File: src/rtl/hack_ps2_keyboard.sv
// PS/2 scan-code-set-2 receiver and Hack key-code translator.
// Drives the keyboard register read back by the CPU with the code of the held key.
module hack_ps2_keyboard #(
  parameter int WIDTH      = 16,
  parameter int FREQ       = 25,
  parameter int TIMEOUT_US = 200
) (
  input  logic             clk,
  input  logic             rst,
  input  logic             ps2_clk,
  input  logic             ps2_data,
  output logic [WIDTH-1:0] key_code,
  output logic             key_event,
  output logic             frame_err
);

  localparam int TO_CYCLES = FREQ * TIMEOUT_US;
  localparam int TO_W      = $clog2(TO_CYCLES + 1);

  typedef enum logic [1:0] {IDLE, DATA, PARITY, STOP} rx_state_e;

  rx_state_e        state_q, state_d;
  logic [1:0]       clk_sync_q, clk_sync_d, dat_sync_q, dat_sync_d;
  logic [2:0]       clk_hist_q, clk_hist_d;
  logic             clk_filt_q, clk_filt_d;
  logic [7:0]       shift_q, shift_d;
  logic [2:0]       bit_cnt_q, bit_cnt_d;
  logic             parity_q, parity_d;
  logic [TO_W-1:0]  to_cnt_q, to_cnt_d;
  logic             byte_valid_q, byte_valid_d;
  logic             frame_err_q, frame_err_d;
  logic             ext_q, ext_d, brk_q, brk_d;
  logic [WIDTH-1:0] key_code_q, key_code_d;
  logic             key_event_q, key_event_d;
  logic             fall_edge, rx_bit, timeout;
  logic [7:0]       mapped;

  function automatic logic [7:0] map_code(input logic [7:0] sc, input logic ext);
    logic [7:0] v;
    v = 8'd0;
    if (ext) begin
      case (sc)
        8'h6B: v = 8'd130; 8'h75: v = 8'd131; 8'h74: v = 8'd132; 8'h72: v = 8'd133;
        8'h6C: v = 8'd134; 8'h69: v = 8'd135; 8'h7D: v = 8'd136; 8'h7A: v = 8'd137;
        8'h70: v = 8'd138; 8'h71: v = 8'd139;
        default: v = 8'd0;
      endcase
    end else begin
      case (sc)
        8'h1C: v = 8'd65; 8'h32: v = 8'd66; 8'h21: v = 8'd67; 8'h23: v = 8'd68;
        8'h24: v = 8'd69; 8'h2B: v = 8'd70; 8'h34: v = 8'd71; 8'h33: v = 8'd72;
        8'h43: v = 8'd73; 8'h3B: v = 8'd74; 8'h42: v = 8'd75; 8'h4B: v = 8'd76;
        8'h3A: v = 8'd77; 8'h31: v = 8'd78; 8'h44: v = 8'd79; 8'h4D: v = 8'd80;
        8'h15: v = 8'd81; 8'h2D: v = 8'd82; 8'h1B: v = 8'd83; 8'h2C: v = 8'd84;
        8'h3C: v = 8'd85; 8'h2A: v = 8'd86; 8'h1D: v = 8'd87; 8'h22: v = 8'd88;
        8'h35: v = 8'd89; 8'h1A: v = 8'd90;
        8'h45: v = 8'd48; 8'h16: v = 8'd49; 8'h1E: v = 8'd50; 8'h26: v = 8'd51;
        8'h25: v = 8'd52; 8'h2E: v = 8'd53; 8'h36: v = 8'd54; 8'h3D: v = 8'd55;
        8'h3E: v = 8'd56; 8'h46: v = 8'd57;
        8'h29: v = 8'd32; 8'h5A: v = 8'd128; 8'h66: v = 8'd129; 8'h76: v = 8'd140;
        8'h05: v = 8'd141; 8'h06: v = 8'd142; 8'h04: v = 8'd143; 8'h0C: v = 8'd144;
        8'h03: v = 8'd145; 8'h0B: v = 8'd146; 8'h83: v = 8'd147; 8'h0A: v = 8'd148;
        8'h01: v = 8'd149; 8'h09: v = 8'd150; 8'h78: v = 8'd151; 8'h07: v = 8'd152;
        default: v = 8'd0;
      endcase
    end
    return v;
  endfunction

  // Front end: synchronizers plus a 3-sample filter on the PS/2 clock.
  always_comb begin
    // NOTE: every comb output gets a default first so no path can infer a latch.
    clk_sync_d = {clk_sync_q[0], ps2_clk};
    dat_sync_d = {dat_sync_q[0], ps2_data};
    clk_hist_d = {clk_hist_q[1:0], clk_sync_q[1]};
    clk_filt_d = clk_filt_q;
    if (clk_hist_q == 3'b111) clk_filt_d = 1'b1;
    else if (clk_hist_q == 3'b000) clk_filt_d = 1'b0;
    fall_edge = clk_filt_q && (clk_hist_q == 3'b000);
    rx_bit    = dat_sync_q[1];
  end

  // Receiver next-state.
  always_comb begin
    timeout = (state_q != IDLE) && !fall_edge && (to_cnt_q == TO_W'(TO_CYCLES - 1));
    state_d = state_q;
    case (state_q)
      IDLE:    if (fall_edge && !rx_bit) state_d = DATA;
      DATA:    if (fall_edge && bit_cnt_q == 3'd7) state_d = PARITY;
      PARITY:  if (fall_edge) state_d = STOP;
      STOP:    if (fall_edge) state_d = IDLE;
      default: state_d = IDLE;
    endcase
    if (timeout) state_d = IDLE;
  end

  // Receiver datapath and outputs.
  always_comb begin
    shift_d      = shift_q;
    bit_cnt_d    = bit_cnt_q;
    parity_d     = parity_q;
    to_cnt_d     = (state_q == IDLE || fall_edge) ? '0 : to_cnt_q + 1'b1;
    byte_valid_d = 1'b0;
    frame_err_d  = timeout;
    if (fall_edge) begin
      case (state_q)
        IDLE: begin
          bit_cnt_d = 3'd0;
          if (rx_bit) frame_err_d = 1'b1;
        end
        DATA: begin
          shift_d   = {rx_bit, shift_q[7:1]};
          bit_cnt_d = bit_cnt_q + 3'd1;
        end
        PARITY: parity_d = rx_bit;
        STOP: begin
          // Odd parity over data+parity and a high stop bit.
          if (rx_bit && ^{shift_q, parity_q}) byte_valid_d = 1'b1;
          else frame_err_d = 1'b1;
        end
        default: ;
      endcase
    end
  end

  // Decoder: prefix flags and the held-key register.
  always_comb begin
    ext_d       = ext_q;
    brk_d       = brk_q;
    key_code_d  = key_code_q;
    key_event_d = 1'b0;
    mapped      = map_code(shift_q, ext_q);
    if (byte_valid_q) begin
      if (shift_q == 8'hE0) ext_d = 1'b1;
      else if (shift_q == 8'hF0) brk_d = 1'b1;
      else begin
        ext_d = 1'b0;
        brk_d = 1'b0;
        if (mapped != 8'd0) begin
          if (!brk_q) begin
            if (key_code_q != WIDTH'(mapped)) begin
              key_code_d  = WIDTH'(mapped);
              key_event_d = 1'b1;
            end
          end else if (key_code_q == WIDTH'(mapped)) begin
            key_code_d  = '0;
            key_event_d = 1'b1;
          end
        end
      end
    end
  end

  // NOTE: state uses non-blocking assignments; reset is synchronous, and the
  // synchronizers reset to the idle-high bus level so reset never fakes an edge.
  always_ff @(posedge clk) begin
    if (rst) begin
      clk_sync_q   <= 2'b11;
      dat_sync_q   <= 2'b11;
      clk_hist_q   <= 3'b111;
      clk_filt_q   <= 1'b1;
      state_q      <= IDLE;
      shift_q      <= '0;
      bit_cnt_q    <= '0;
      parity_q     <= 1'b0;
      to_cnt_q     <= '0;
      byte_valid_q <= 1'b0;
      frame_err_q  <= 1'b0;
      ext_q        <= 1'b0;
      brk_q        <= 1'b0;
      key_code_q   <= '0;
      key_event_q  <= 1'b0;
    end else begin
      clk_sync_q   <= clk_sync_d;
      dat_sync_q   <= dat_sync_d;
      clk_hist_q   <= clk_hist_d;
      clk_filt_q   <= clk_filt_d;
      state_q      <= state_d;
      shift_q      <= shift_d;
      bit_cnt_q    <= bit_cnt_d;
      parity_q     <= parity_d;
      to_cnt_q     <= to_cnt_d;
      byte_valid_q <= byte_valid_d;
      frame_err_q  <= frame_err_d;
      ext_q        <= ext_d;
      brk_q        <= brk_d;
      key_code_q   <= key_code_d;
      key_event_q  <= key_event_d;
    end
  end

  assign key_code  = key_code_q;
  assign key_event = key_event_q;
  assign frame_err = frame_err_q;

endmodule
File: config.mk
export PLATFORM = sky130hd
export DESIGN_NAME = hack_ps2_keyboard
export DESIGN_NICKNAME = d
export VERILOG_FILES = /design/src/rtl/hack_ps2_keyboard.sv
export SDC_FILE = /design/constraint.sdc
export NUM_CORES = 1
export LEC_CHECK = 0
export BUFFER_PORTS_ARGS = -buffer_cell sky130_fd_sc_hd__buf_2
export CAP_MARGIN = 40
export CORE_MARGIN = 1.5
export CORE_UTILIZATION = 30
export CTS_CLUSTER_DIAMETER = 80
export DETAILED_ROUTE_END_ITERATION = 8
export HOLD_SLACK_MARGIN = 0.15
export PLACE_DENSITY = 0.58
export SLEW_MARGIN = 40
export SYNTH_ARGS = -nofsm -noshare
export SYNTH_HDL_FRONTEND = slang
export SYNTH_SLANG_ARGS = --single-unit
File: constraint.sdc
create_clock -name clk -period 3.22 [get_ports clk]
set_clock_uncertainty 0.2 [all_clocks]
set_input_delay 0.644 -clock clk [delete_from_list [all_inputs] [get_ports clk]]
set_output_delay 0.644 -clock clk [all_outputs]
set_load 0.03 [all_outputs]
==> impl_metrics.env, run 1 <==
export IMPL_startpoint_type="flop"
export IMPL_clk_path_buf_depth=2
export IMPL_synth_seq_cells=56
export IMPL_dr_pass1_iters=6
export IMPL_whs_ns=0.214
export IMPL_powerDensity_nw_per_um2=268
export IMPL_htreeDepth=2
export IMPL_vias=4118
export IMPL_grt_ovfl_total=0
export IMPL_post_route_util_pct=36.6
export IMPL_max_vdd_ir_drop_mv=0.177
export IMPL_cts_buffers=5
export IMPL_cts_sinks=56
export IMPL_syn_inst=522
export IMPL_path_class="flop to flop"
export IMPL_drv_slew=0
export IMPL_area_growth_pct=20.0
export IMPL_worstMarginPinSlew_ns=0.486
export IMPL_start_util_pct=30.5
export IMPL_drv_cap=0
export IMPL_post_route_period_util_pct=92.9
export IMPL_synthArstFlopShare_pct=0
export IMPL_grt_setup_unrepaired="false"
export IMPL_synth_top_area_share_pct=28.0
export IMPL_core_area_um2=13100
export IMPL_dpl_hpwl_um=9700
export IMPL_synth_distinct_cells=79
export IMPL_post_cts_setup_buffer_count=0
export IMPL_slowest_stage="or4b_4"
export IMPL_yosys_top_cells_count="56 x dfxtp_1, 56 x nor2_1, 47 x nand2_1"
export IMPL_first_iter_violations=453
export IMPL_cts_tree="built"
export IMPL_finalPower_mw=1.29
export IMPL_synth_area_leaders="dfxtp_1 28%, nor2_1 5.2%, ha_1 5.0%"
export IMPL_grt_max_degree=20
export IMPL_setup_viol=0
export IMPL_run_status="completed"
export IMPL_rows=42
export IMPL_wl_um=12700
export IMPL_yosysWarnings=0
export IMPL_min_period_ns=2.99
export IMPL_yosys_area_share_adder_pct=4.99
export IMPL_synth_top_family_by_area="compound AO/OA/AOI/OAI gates"
export IMPL_die_area_um2=14100
export IMPL_io_pins=22
export IMPL_place_congestion=0.949
export IMPL_synth_simple_area_share_pct=26.2
export IMPL_diodes=0
export IMPL_clk_latency_ns=0.30
export IMPL_synth_edf_count=0
export IMPL_synth_xor_area_share_pct=5.80
export IMPL_leakage_nw=1.83
export IMPL_die_w_um=119
export IMPL_cpPeakStageDelay_ns=0.56
export IMPL_antenna_found_initial=0
export IMPL_crit_fanout=6
export IMPL_drive_gt1_share_pct=22.2
export IMPL_cts_root_buf="clkbuf_16"
export IMPL_max_freq_ghz=0.334
export IMPL_hold_violations=0
export IMPL_critPathBufInv=2
export IMPL_die_h_um=119
export IMPL_grt_pass1_vias=3994
export IMPL_path_common_cell="a31oi_1"
export IMPL_final_antenna_net_count=0
export IMPL_arrival_ns=2.96
export IMPL_clk_pin_slew_ns=0.07
export IMPL_synth_top_cell_by_area="dfxtp_1"
export IMPL_setup_tns_final_ns=0
export IMPL_muxShareOfSynthArea_pct=1.50
export IMPL_viasPerCell=5.50
export IMPL_hp_class="flop to flop"
export IMPL_drc=0
export IMPL_crit_required_ns=3.19
export IMPL_end_kind="flop"
export IMPL_syn_area_um2=4010
export IMPL_syn_mean_instance_area_um2=7.68
export IMPL_track_usage_pct=18.5
export IMPL_synth_seq_area_share_pct=28.0
export IMPL_nets=592
export IMPL_cp_top_family="compound AO/OA/AOI/OAI gates"
export IMPL_wl_per_cell_um=16.9
export IMPL_grt_pass1_wl_um=20700
export IMPL_max_slew_margin_pct=67.1
export IMPL_portBuffers=13
export IMPL_worstPathCellList="or4b_4 > nor2_4 > nand2_1 > a21oi_2 > inv_1 > buf_4 > ha_1 > a31oi_1 > o21ai_1 > a31oi_1 > a311oi_1"
export IMPL_ys_flop_type="dfxtp_1"
export IMPL_synth_compound_area_share_pct=26.2
stage by stage:
stage / setup slack, ns / area, um^2 / instances
final: 0.228 / 4810 / 749
after global routing: 0.0130 / 4810 / 749
after CTS: 0.0341 / 4760 / 749
after detailed placement: -0.152 / 4600 / 741
after global placement: -0.0414 / 4600 / 741
after floorplan: 0.00843 / 4040 / 529
cell usage in the layout (no fill, tap or decap), drive strengths merged, types with 4 or more instances in the layout:
| master | synthesis | layout |
|---|---|---|
| mux2i | 6 | 6 |
| o21a | 4 | 4 |
| nor2b | 6 | 6 |
| a311oi | 5 | 5 |
| conb | 1 | 8 |
| nand4 | 6 | 6 |
| a211oi | 6 | 6 |
| ha | 16 | 16 |
| buf | 19 | 77 |
| nand3 | 28 | 28 |
| o21ai | 25 | 25 |
| nor3 | 13 | 13 |
| clkbuf | 22 | 6 |
| nand2b | 7 | 7 |
| a31oi | 13 | 13 |
| inv | 20 | 20 |
| and3 | 4 | 4 |
| a21oi | 35 | 35 |
| o31ai | 6 | 6 |
| o22ai | 9 | 9 |
| o211ai | 4 | 4 |
| xor2 | 10 | 10 |
| nor4 | 5 | 5 |
| or2 | 8 | 8 |
| xnor2 | 14 | 14 |
| dfxtp | 56 | 56 |
| o311ai | 5 | 5 |
| nor2 | 57 | 57 |
| o221ai | 4 | 4 |
| and2 | 4 | 4 |
| nand2 | 48 | 48 |
power by group:
group / switching (mW) / leakage (nW) / internal, mW
Sequential: 0.00141 / 0.454 / 0.695
Combinational: 0.0311 / 1.31 / 0.0103
Clock: 0.261 / 0.0671 / 0.291
cell families after synthesis:
logic type,after synthesis
compound gates,150
fa+ha+maj,16
xor+xnor,25
simple gates,205
other cells,1
flops,56
mux,6
buf+inv,63
final timing paths:
check	start	to	slack (ns)	depth (start not counted)
worst max-delay path	clk_hist_q[0]	flop	0.23	11
worst max register to register	clk_hist_q[0]	flop	0.23	11
worst min-delay path	clk_sync_q[0]	clk_sync_q[1]	0.21	1
worst min register to register	clk_sync_q[0]	clk_sync_q[1]	0.21	1
layout make-up:
type                       instances  area, um^2
timing repair buffer              77         558
clock buffer                       6         129
sequential                        56        1130
multi-input combinational        410        2680
clock inverter                     2        16.3
inverter                          22        82.6
tap                              176         220
fill                            1376        8330
metal layers:
| layer | share of wire, % | global-route usage (%) | vias up |
|---|---|---|---|
| li1 | - | - | 1994 |
| met1 | 44 | 24.4 | 1921 |
| met2 | 46 | 29.3 | 167 |
| met3 | 6.5 | 3.09 | 36 |
| met4 | 3.9 | 8.96 | 0 |
| met5 | 0 | 0 | - |
what timing repair did:
item                                    CTS  global route
endpoints found under the setup margin    8            10
gates resized for setup                   3            13
gates cloned                              0             0
hold buffers                              0             0
pin swaps                                 0             0
No activity file was read; power rests on OpenSTA's default activity.
==> run 2, diff against run 1 <==
--- a/config.mk
+++ b/config.mk
@@ -9,10 +9,12 @@
 export CAP_MARGIN = 40
 export CORE_MARGIN = 1.5
 export CORE_UTILIZATION = 30
+export CTS_BUF_LIST = sky130_fd_sc_hd__clkbuf_16
 export CTS_CLUSTER_DIAMETER = 80
 export DETAILED_ROUTE_END_ITERATION = 8
 export HOLD_SLACK_MARGIN = 0.15
 export PLACE_DENSITY = 0.58
+export RECOVER_POWER = 50
 export SLEW_MARGIN = 40
 export SYNTH_ARGS = -nofsm -noshare
 export SYNTH_HDL_FRONTEND = slang
==> impl_metrics.env, run 2 (synthesized netlist as in run 1, its figures left out) <==
export IMPL_run_status="completed"
export IMPL_max_vdd_ir_drop_mv=0.178
export IMPL_grt_setup_unrepaired="false"
export IMPL_first_iter_violations=410
export IMPL_drv_cap=0
export IMPL_grt_pass1_vias=3994
export IMPL_cts_buffers=5
export IMPL_dr_pass1_iters=5
export IMPL_cpPeakStageDelay_ns=0.39
export IMPL_clk_path_buf_depth=2
export IMPL_worstPathCellList="buf_4 > nor4b_4 > clkbuf_1 > nand3_1 > nand2_1 > nand2_1 > inv_1 > o21ai_0 > o31ai_1 > o21ai_1"
export IMPL_nets=592
export IMPL_pre_cts_ws_ns=-0.152
export IMPL_final_cell_mix="57 x buf_4, 56 x nor2_1, 52 x dfxtp_1"
export IMPL_drive_gt1_share_pct=19.2
export IMPL_die_h_um=119
export IMPL_final_antenna_net_count=0
export IMPL_grt_util_met1_pct=24.4
export IMPL_worstMarginPinSlew_ns=0.516
export IMPL_max_slew_margin_pct=65.6
export IMPL_end_kind="flop"
export IMPL_grt_max_degree=20
export IMPL_diodes=0
export IMPL_startpoint_type="flop"
export IMPL_post_route_period_util_pct=95.0
export IMPL_dpl_hpwl_um=9700
export IMPL_crit_fanout=11
export IMPL_track_usage_pct=18.5
export IMPL_cts_tree="built"
export IMPL_cts_sinks=56
export IMPL_max_freq_ghz=0.327
export IMPL_cts_root_buf="clkbuf_16"
export IMPL_area_growth_pct=19.1
export IMPL_hold_buffers=0
export IMPL_setup_slack_ns=0.161
export IMPL_cp_top_family="buffers and inverters"
export IMPL_layout_commonest_cell="buf_4"
export IMPL_grtUsageMet3_pct=3.09
export IMPL_viasPerCell=5.55
export IMPL_place_congestion=0.949
export IMPL_io_pins=22
export IMPL_wl_per_cell_um=17.1
export IMPL_drv_slew=0
export IMPL_vias=4155
export IMPL_path_class="flop to flop"
export IMPL_core_area_um2=13100
export IMPL_htreeDepth=2
export IMPL_rows=42
export IMPL_clk_latency_ns=0.31
export IMPL_powerDensity_nw_per_um2=269
export IMPL_hp_class="flop to flop"
export IMPL_wl_um=12800
export IMPL_whs_ns=0.214
export IMPL_post_cts_setup_buffer_count=0
export IMPL_slowest_stage="inv_1"
export IMPL_grt_pass1_wl_um=20700
export IMPL_die_area_um2=14100
export IMPL_portBuffers=13
export IMPL_grt_ovfl_total=0
export IMPL_setup_viol=0
export IMPL_clk_pin_slew_ns=0.07
export IMPL_grt_use_met2_pct=29.3
export IMPL_min_period_ns=3.06
export IMPL_crit_required_ns=3.21
export IMPL_busiest_layer="met2"
export IMPL_arrival_ns=3.05
export IMPL_setup_tns_final_ns=0
export IMPL_leakage_nw=1.76
export IMPL_start_util_pct=30.5
export IMPL_critPathBufInv=3
export IMPL_hold_violations=0
export IMPL_antenna_found_initial=0
export IMPL_finalPower_mw=1.29
export IMPL_fill_cells=1386
export IMPL_path_common_cell="nand2_1"
export IMPL_die_w_um=119
export IMPL_drc=0
[run 2: changes by cell type in the layout (fill, tap and decap cells not counted)]
cell,change
clkbuf_1,+16
buf_2,-11
buf_4,-6
inv_1,+1
[run 2: timing repair]
| action | in CTS | in global routing |
|---|---|---|
| resized for setup | 3 | 13 |
| setup endpoints to repair | 8 | 10 |
| hold endpoints to repair | 0 | 0 |
[run 2: final cells by class]
class | instances | area [um^2] | area share, %
Inverter | 22 | 82.6 | 1.73
Timing Repair Buffer | 77 | 522 | 10.9
Multi-Input combinational cell | 410 | 2680 | 56.1
Tap cell | 176 | 220 | 4.61
Clock inverter | 3 | 20.0 | 0.419
Sequential cell | 56 | 1130 | 23.6
Clock buffer | 5 | 125 | 2.62
[run 2: worst paths after layout]
check             cells past startpoint            end  slack, ns           from
setup / recovery                     10           flop       0.16  clk_hist_q[0]
hold / removal                        1  clk_sync_q[1]       0.21  clk_sync_q[0]
setup reg to reg                     10           flop       0.16  clk_hist_q[0]
hold reg to reg                       1  clk_sync_q[1]       0.21  clk_sync_q[0]
[run 2: per-layer routing]
metal	part of all wire [%]	wire, um	up-vias
li1	-	-	1992
met1	45	5740	1957
met2	45	5800	169
met3	5.9	762	37
met4	4.0	517	0
met5	0	0	-
[run 2: worst reg2reg max path: cells and delay by family (launching register included)]
kind                   cells  cell delay (ns)
DFF                        1             0.34
buffers and inverters      3             0.93
and+or+nand+nor            4             0.70
AOI/OAI and AO/OA          3             0.78
[run 2: where the power goes]
part	switching (mW)	total, mW	internal, mW
logic	0.0311	0.0395	0.00844
registers	0.00141	0.696	0.695
clock network	0.263	0.550	0.288
total	0.295	1.29	0.991
[run 2: stage by stage]
stage	instance area, um^2	std cells	utilization [%]
after floorplan	4040	529	-
after global placement	4600	741	35.0
after detailed placement	4600	741	35.0
after CTS	4760	749	36.2
after global routing	4780	749	36.4
final	4780	749	36.4
